### src/rtl/controle_ula_8bits_if.sv
// Requester/consumer bus of the shared 8-bit ALU controller.
//   slave  : controller side (takes requests and operands, drives grant/result)
//   master : requester/consumer side
// Signals: req[1:0], op0/op1[1:0], a0/b0/a1/b1[7:0], aceito[1:0],
//          s[7:0], zero, carry, dono, resp_valido, resp_pronto.
interface controle_ula_8bits_if;
  logic [1:0] req;
  logic [1:0] op0;
  logic [1:0] op1;
  logic [7:0] a0;
  logic [7:0] b0;
  logic [7:0] a1;
  logic [7:0] b1;
  logic [1:0] aceito;
  logic [7:0] s;
  logic       zero;
  logic       carry;
  logic       dono;
  logic       resp_valido;
  logic       resp_pronto;

  modport slave (
    input  req, op0, op1, a0, b0, a1, b1, resp_pronto,
    output aceito, s, zero, carry, dono, resp_valido
  );

  modport master (
    output req, op0, op1, a0, b0, a1, b1, resp_pronto,
    input  aceito, s, zero, carry, dono, resp_valido
  );
endinterface

### src/rtl/controle_ula_8bits.sv
// Controller sharing one 8-bit AND/OR/XOR/ADD datapath between two requesters.
// Grants one operation at a time (aceito, combinational in OCIOSO), executes it
// in a registered stage, then holds s/zero/carry/dono until resp_pronto.
// Ports: clk, rst (async, active-high), bus (controle_ula_8bits_if.slave).
// Option: define ULA_ROUND_ROBIN_EN for round-robin tie breaking; otherwise
// requester 0 wins every tie.

// Bitwise AND slice of the datapath.
module unidade_and_8bits (
  input  logic [7:0] i_a,
  input  logic [7:0] i_b,
  output logic [7:0] o_s
);
  assign o_s = i_a & i_b;
endmodule

module controle_ula_8bits (
  input  logic                 clk,
  input  logic                 rst,
  controle_ula_8bits_if.slave  bus
);
  localparam int unsigned W = 8;

`ifdef ULA_ROUND_ROBIN_EN
  localparam logic RR_EN = 1'b1;
`else
  localparam logic RR_EN = 1'b0;
`endif

  typedef enum logic [1:0] {
    OCIOSO   = 2'd0,
    EXECUTA  = 2'd1,
    RESPONDE = 2'd2
  } t_estado;

  t_estado        r_estado;
  t_estado        w_prox_estado;
  logic           r_ultimo;
  logic [1:0]     r_op;
  logic [W-1:0]   r_a;
  logic [W-1:0]   r_b;
  logic [W-1:0]   r_s;
  logic           r_zero;
  logic           r_carry;
  logic           r_dono;

  logic           w_vencedor;
  logic           w_concede;
  logic [1:0]     w_aceito;
  logic [W-1:0]   w_and;
  logic [W:0]     w_soma;
  logic [W-1:0]   w_res;
  logic           w_carry;

  unidade_and_8bits u_and (
    .i_a (r_a),
    .i_b (r_b),
    .o_s (w_and)
  );

  // Winner selection; on a tie the pointer only matters with round-robin on.
  always_comb begin
    w_vencedor = 1'b0;
    if (bus.req == 2'b11) begin
      w_vencedor = RR_EN & ~r_ultimo;
    end else if (bus.req == 2'b10) begin
      w_vencedor = 1'b1;
    end
  end

  // State register.
  always_ff @(posedge clk or posedge rst) begin
    if (rst) begin
      r_estado <= OCIOSO;
    end else begin
      r_estado <= w_prox_estado;
    end
  end

  // Next state and grant.
  always_comb begin
    w_prox_estado = r_estado;
    w_aceito      = 2'b00;
    w_concede     = 1'b0;
    case (r_estado)
      OCIOSO: begin
        if (bus.req != 2'b00) begin
          w_concede            = 1'b1;
          w_aceito[w_vencedor] = 1'b1;
          w_prox_estado        = EXECUTA;
        end
      end
      EXECUTA:  w_prox_estado = RESPONDE;
      RESPONDE: begin
        if (bus.resp_pronto) begin
          w_prox_estado = OCIOSO;
        end
      end
      default:  w_prox_estado = OCIOSO;
    endcase
  end

  // Datapath on the captured operands.
  always_comb begin
    w_soma  = {1'b0, r_a} + {1'b0, r_b};
    w_res   = w_and;
    w_carry = 1'b0;
    case (r_op)
      2'b00: w_res = w_and;
      2'b01: w_res = r_a | r_b;
      2'b10: w_res = r_a ^ r_b;
      2'b11: begin
        w_res   = w_soma[W-1:0];
        w_carry = w_soma[W];
      end
      default: w_res = w_and;
    endcase
  end

  // Operand capture at the grant edge, result capture leaving EXECUTA.
  always_ff @(posedge clk or posedge rst) begin
    if (rst) begin
      r_ultimo <= 1'b1;
      r_op     <= 2'b00;
      r_a      <= '0;
      r_b      <= '0;
      r_s      <= '0;
      r_zero   <= 1'b0;
      r_carry  <= 1'b0;
      r_dono   <= 1'b0;
    end else begin
      if (w_concede) begin
        r_ultimo <= w_vencedor;
        r_dono   <= w_vencedor;
        r_op     <= w_vencedor ? bus.op1 : bus.op0;
        r_a      <= w_vencedor ? bus.a1  : bus.a0;
        r_b      <= w_vencedor ? bus.b1  : bus.b0;
      end
      if (r_estado == EXECUTA) begin
        r_s     <= w_res;
        r_zero  <= (w_res == W'(0));
        r_carry <= w_carry;
      end
    end
  end

  assign bus.aceito      = w_aceito;
  assign bus.s           = r_s;
  assign bus.zero        = r_zero;
  assign bus.carry       = r_carry;
  assign bus.dono        = r_dono;
  assign bus.resp_valido = (r_estado == RESPONDE);
endmodule

### src/flat_wrapper.sv
// flat-port wrapper written by rule: the top's interface ports become plain ports
module controle_ula_8bits_flat 
  (clk, rst, bus_req, bus_op0, bus_op1, bus_a0, bus_b0, bus_a1, bus_b1, bus_resp_pronto, bus_aceito, bus_s, bus_zero, bus_carry, bus_dono, bus_resp_valido);
  controle_ula_8bits_if bus_i ();
  input  logic clk;
  input  logic rst;
  input wire logic [$bits(bus_i.req)-1:0] bus_req;
  input wire logic [$bits(bus_i.op0)-1:0] bus_op0;
  input wire logic [$bits(bus_i.op1)-1:0] bus_op1;
  input wire logic [$bits(bus_i.a0)-1:0] bus_a0;
  input wire logic [$bits(bus_i.b0)-1:0] bus_b0;
  input wire logic [$bits(bus_i.a1)-1:0] bus_a1;
  input wire logic [$bits(bus_i.b1)-1:0] bus_b1;
  input wire logic [$bits(bus_i.resp_pronto)-1:0] bus_resp_pronto;
  output wire logic [$bits(bus_i.aceito)-1:0] bus_aceito;
  output wire logic [$bits(bus_i.s)-1:0] bus_s;
  output wire logic [$bits(bus_i.zero)-1:0] bus_zero;
  output wire logic [$bits(bus_i.carry)-1:0] bus_carry;
  output wire logic [$bits(bus_i.dono)-1:0] bus_dono;
  output wire logic [$bits(bus_i.resp_valido)-1:0] bus_resp_valido;
  assign bus_i.req = bus_req;
  assign bus_i.op0 = bus_op0;
  assign bus_i.op1 = bus_op1;
  assign bus_i.a0 = bus_a0;
  assign bus_i.b0 = bus_b0;
  assign bus_i.a1 = bus_a1;
  assign bus_i.b1 = bus_b1;
  assign bus_i.resp_pronto = bus_resp_pronto;
  assign bus_aceito = bus_i.aceito;
  assign bus_s = bus_i.s;
  assign bus_zero = bus_i.zero;
  assign bus_carry = bus_i.carry;
  assign bus_dono = bus_i.dono;
  assign bus_resp_valido = bus_i.resp_valido;
  controle_ula_8bits u_core (.clk(clk), .rst(rst), .bus(bus_i));
endmodule
### config.mk
export PLATFORM = sky130hd
export DESIGN_NAME = controle_ula_8bits_flat
export DESIGN_NICKNAME = d
export VERILOG_FILES = /design/src/rtl/controle_ula_8bits_if.sv /design/src/rtl/controle_ula_8bits.sv /design/src/flat_wrapper.sv
export SDC_FILE = /design/constraint.sdc
export NUM_CORES = 1
export LEC_CHECK = 0
export ABC_AREA = 1
export BUFFER_PORTS_ARGS = -buffer_cell sky130_fd_sc_hd__buf_2
export CORE_MARGIN = 5
export CORE_UTILIZATION = 48
export DETAILED_ROUTE_END_ITERATION = 6
export MAX_ROUTING_LAYER = met4
export PLACE_DENSITY = 0.77
export SKIP_CTS_REPAIR_TIMING = 1
export SLEW_MARGIN = 20
export SYNTH_ARGS = -nofsm -noshare
export SYNTH_HDL_FRONTEND = slang
export SYNTH_SLANG_ARGS = --single-unit
export TNS_END_PERCENT = 30
### constraint.sdc
create_clock -name clk -period 1.9 [get_ports clk]
set_clock_uncertainty 0.1 [all_clocks]
set_input_delay 0.19 -clock clk [delete_from_list [all_inputs] [get_ports clk]]
set_output_delay 0.19 -clock clk [all_outputs]
set_load 0.01 [all_outputs]
======== Word level (Yosys, flattened, before mapping) ========
Cells that the tools add are included.
storage, ports and cells
  register bits ........................... 31
  bits in latches ......................... 0
  bits in writable memories ............... 0
  memory bits (read-only) ................. 0
  input bits .............................. 41
  output and inout bits ................... 14
  memories kept ........................... 0
operators by class
  $add $sub $neg .......................... 1
  multipliers ............................. 0
  div/mod/pow operators ................... 0
  magnitude comparators ................... 2
  equality and inequality tests ........... 9
  shifts and indexed selects .............. 0
  muxes and demuxes ....................... 16
  bitwise logic cells ..................... 3
  reductions and logical operators ........ 6
operator list
  kind                                                                   count
  8-bit case mux with 4 select lines                                     1
  8-bit two-way mux                                                      2
  2-bit == test (second input constant)                                  5
  2-bit two-way mux                                                      5
  8-bit by 8-bit adder with 9-bit output                                 1
  8-bit bitwise AND                                                      1
  8-bit logical NOT                                                      1
  8-bit bitwise OR                                                       1
  8-bit XOR                                                              1
  1-bit two-way mux                                                      6
  2-bit case mux with 3 select lines                                     1
  2-bit by 1-bit == test with 1-bit output (second input constant)       2
  2-bit logical NOT                                                      2
  1-bit by 2-bit < comparator with 1-bit output (second input constant)  1
  2-bit by 1-bit != test with 1-bit output (second input constant)       1
  2-bit != test (second input constant)                                  1
  2-bit AND reduction                                                    1
  2-bit nonzero test                                                     1
  1-bit demux with 1-bit select                                          1
  1-bit greater-or-equal comparator (second input constant)              1
  1-bit logical AND                                                      1

======== Logic depth before layout (Yosys ltp) ========
  word-level depth ........................ 9
  gate-level depth with buffers ........... 15
  depth with buffers taken out ............ 15

======== Hierarchy ========
From an unflattened synthesis, not the netlist that was laid out.
second synthesis, totals
  cell total of the unflattened synthesis .. 320
  area total of the unflattened synthesis .. 2155.8 µm²
modules (own cells, without submodules)
  module              instances  cells an instance  area each (µm²)
  controle_ula_8bits  1          304                2095.8
  unidade_and_8bits   1          16                 60.1

======== Least setup slack after synthesis ========
OpenSTA, ideal clock, no wires.
  path type ............................... register -> register
  from .................................... register u_core.r_b[0]
  to ...................................... register u_core.r_zero (netlist: u_core.bus.zero)
  setup time .............................. 0.065 ns
  arrival time ............................ 1.627 ns
  data required time ...................... 1.735 ns
  setup slack ............................. 0.108 ns
  stages on the path, launching flop included .. 15
  buffers on the path ..................... 0
  cells stage by stage .................... dfrtp_1 > ha_1 > inv_1 > fa_1 > inv_1 > nand2_1 > nand2_1 > nand3_1 > nand2_1 > nand2_1 > nand3_1 > nand3b_1 > nor2_1 > nand2_1 > nand2_1
on the way
  longest elaborated chain between the ends .. 3
RTL lines
  what                                                            RTL line                   text
  from (decl)                                                     controle_ula_8bits.sv:41   logic [W-1:0] r_b;
  from (signal assigned)                                          controle_ula_8bits.sv:137  r_b <= w_vencedor ? bus.b1 : bus.b0;
  8-bit by 8-bit adder with 9-bit output (tied with other cells)  controle_ula_8bits.sv:105  w_soma = {1'b0, r_a} + {1'b0, r_b};
  8-bit case mux with 4 select lines *                            controle_ula_8bits.sv:108  case (r_op)
  8-bit logical NOT *                                             controle_ula_8bits.sv:141  r_zero <= (w_res == W'(0));
  to (signal assigned)                                            controle_ula_8bits.sv:141
  to (decl)                                                       controle_ula_8bits.sv:43   logic r_zero;
Mark *: on every way between the ends. The rest lies on a longest branch, timed or not.
A chain may end at the register's enable or synchronous reset.

======== Worst setup path after layout ========
  from .................................... register u_core.r_a[0]
  to ...................................... register u_core.r_zero (netlist: u_core.bus.zero)
on the way
  longest elaborated chain between the ends .. 3
RTL lines
  what                                                            RTL line                   text
  from (decl)                                                     controle_ula_8bits.sv:40   logic [W-1:0] r_a;
  from (signal assigned)                                          controle_ula_8bits.sv:136  r_a <= w_vencedor ? bus.a1 : bus.a0;
  8-bit by 8-bit adder with 9-bit output (tied with other cells)  controle_ula_8bits.sv:105
  8-bit case mux with 4 select lines *                            controle_ula_8bits.sv:108
  8-bit logical NOT *                                             controle_ula_8bits.sv:141
Marked as above.

==> reports/metrics.cfg <==
[status]
status = complete, but fails checks
violations = negative hold slack

[run]
drv_cap = 0

[grt]
grt_remaining_overflow = 0
grt_first_pass_wirelength_um = 7783
grt_max_degree = 37
antenna_found_initial = 0
grt_pass1_vias = 1840
grt_usage = 0.1816

[worst_setup_path]
critPathKind = flip-flop to flip-flop
arrival_ps = 2010
reg2reg_depth = 13
r2r-start = u_core.r_a[0]$_DFFE_PP0P_
crit_path_start = u_core.r_a[0]$_DFFE_PP0P_
cp_max_fo = 2
end_kind = flip-flop
r2r_end = u_core.bus.zero$_DFFE_PP0N_
r2r_setup_slack_ps = 2
cp.required_ps = 2020
crit_end = u_core.bus.zero$_DFFE_PP0N_
worstSetupStartpointType = flip-flop

[synthesis]
synth.avg_cell_area_um2 = 7.282
synthTopCellsByCount = 78 x nand2_1, 46 x inv_1, 31 x dfrtp_1
ys_types = 22
synth-async-reset-ratio = 1.000
ys_ff_latch = 31
post-synth-top-count-cell = nand2_1
dominantRegCellSynth = dfrtp_1
synth_area_leader_cell = dfrtp_1
synth.net_count = 341
synth_sequential_area_ratio = 0.3764
ys_warn_count = 0
synth_edf_count = 0
synthesis.area_um2 = 2061
synthCells = 283
synth_top_area_frac = 0.3764
synth_area_leaders = dfrtp_1 38%, nand2_1 14%, ha_1 9.7%

[cts]
cts-root-buf = clkbuf_8
clock_sinks = 31
insertion_delay_ps = 270
cts_made_buffers = 5
clk_pin_slew_ps = 60
cts.htree.levels = 2
cts_tree = built
clock_path_buffers = 2

[power_and_ir_drop]
power_leakage_nw = 1.407
p_per_area_nw_per_um2 = 1812
peakVddDrop_mv = 0.6502

[timing]
max_slew_margin = 0.6498
rsz0062_at_grt = true
finalWorstSetupSlack_ps = 1.603
fin_crit_sh = 0.9992
drv_slew = 0
hold_viol_final = 1
max_freq_mhz = 526.8
min_period_ps = 1898
worst_pin_slew_ps = 524.5
hold_ws_ps = -5.402
setup_viol = 0

[die]
die_area_um2 = 5703
die-height_um = 75.52
start_util = 0.5043
row_count = 23
core_area_um2 = 4086
die_w_um = 75.52
io_pins = 55

[placement]
gp_congestion = 0.8505
place_ws_ps = -54.43
portBuffers = 54
hpwlAfterDp_um = 3622

[final_layout]
antenna_cells = 0
final_nets = 402
final_layout_size_suffix_gt1_frac = 0.2595
area_growth_pct = 21.80
utilization = 0.6142

[route]
wl_um = 4594
drc = 0
post_drt_via_cell_ratio = 4.939
drtIter0Drc = 73
ant_nets = 0
firstDrtPassIters = 4
vias = 1941
wl_per_cell_um = 11.69

[hold_path]
hold_class = input pin to flip-flop

[placed cells by master (no fill, tap or decap)]
cell	synthesis	layout
fa_2	0	1
clkbuf_1	3	1
dlygate4sd3_1	0	1
clkbuf_8	0	5
nor2_1	15	15
nand2_2	1	5
inv_1	46	43
a21oi_2	0	1
nand3b_1	1	1
nand2_1	78	74
nand3_1	21	19
buf_2	2	54
nor2_4	1	1
nor2_2	5	5
o21ai_1	2	2
a21oi_1	23	22
o22ai_1	3	3
o21ai_0	7	7
ha_2	0	1
dfrtp_1	31	31
or2_0	1	1
inv_2	6	9
a22oi_1	18	18
buf_4	0	5
ha_1	16	15
a31oi_1	1	1
nand3_2	0	2
[worst min-delay path by stage]
stage                    startpoint                             end  slack (ps)  depth (start not counted)
finish              bus_resp_pronto  u_core.r_estado[1]$_DFFE_PP0P_          -5                          2
global route        bus_resp_pronto  u_core.r_estado[1]$_DFFE_PP0P_           4                          2
CTS                             rst       u_core.r_a[7]$_DFFE_PP0P_        -110                          3
detailed placement              rst     u_core.bus.s[6]$_DFFE_PP0N_         190                          3
global placement                rst  u_core.r_estado[1]$_DFFE_PP0P_         180                          3
floorplan                       rst    u_core.bus.carry$_DFFE_PP0N_         190                          1
[through the flow]
step / area, um2 / hold WS, ps / total power [mW] / setup TNS, ps / cells
finish: 2510 / -5.402 / 4.547 / 0 / 393
global route: 2510 / 3.993 / 5.060 / -234.1 / 393
CTS: 2456 / -112.8 / 4.391 / -80.35 / 390
detailed placement: 2384 / 185.5 / 3.912 / -60.33 / 384
global placement: 2384 / 175.8 / 3.827 / 0 / 384
floorplan: 2061 / 193.5 / 3.274 / 0 / 283
[kinds of logic after synthesis]
logic type | share of synthesized area
AO/OA/AOI/OAI | 0.1554
adder cells (fa/ha/maj) | 0.1069
buffers and inverters | 0.1105
flip-flops | 0.3764
AND/OR/NAND/NOR | 0.2508
[flip-flops by register name, summed over array words and instances, names as in the netlist]
name	count
u_core.bus.dono	1
u_core.r_op	2
u_core.bus.s	8
u_core.r_a	8
u_core.bus.zero	1
u_core.r_b	8
u_core.r_estado	2
u_core.bus.carry	1
[worst max-delay path, cell delays in order (launching register included)]
cell and delay [ps]:
dfrtp_1 360, ha_2 190, inv_2 50, fa_2 530
inv_2 30, nand2_1 50, nand3_1 70, nand2_1 90
nand3_1 70, nor2_1 90, nand2_1 50, nor2_1 80
nand2_1 50, nand2_1 50
[where the power goes]
part           internal, mW  switching [mW]  leakage (nW)
registers             0.988           0.222         0.361
logic                  1.10            1.78          1.01
clock network         0.243           0.215        0.0371
[per-layer routing]
| layer | up-vias | routed length (um) | global-route usage |
|---|---|---|---|
| li1 | 1022 | - | - |
| met1 | 856 | 2225 | 0.2402 |
| met2 | 56 | 2022 | 0.2790 |
| met3 | 7 | 265 | 0.02770 |
| met4 | 0 | 81 | 0.07379 |
| met5 | - | 0 | - |
[layout make-up]
class / count / area, um2
Inverter: 52 / 195.2
Timing Repair Buffer: 60 / 317.8
Fill cell: 354 / 1577
Tap cell: 50 / 62.56
Multi-Input combinational cell: 194 / 1086
Sequential cell: 31 / 775.7
Clock buffer: 6 / 72.57
No activity file was read; power rests on OpenSTA's default activity.
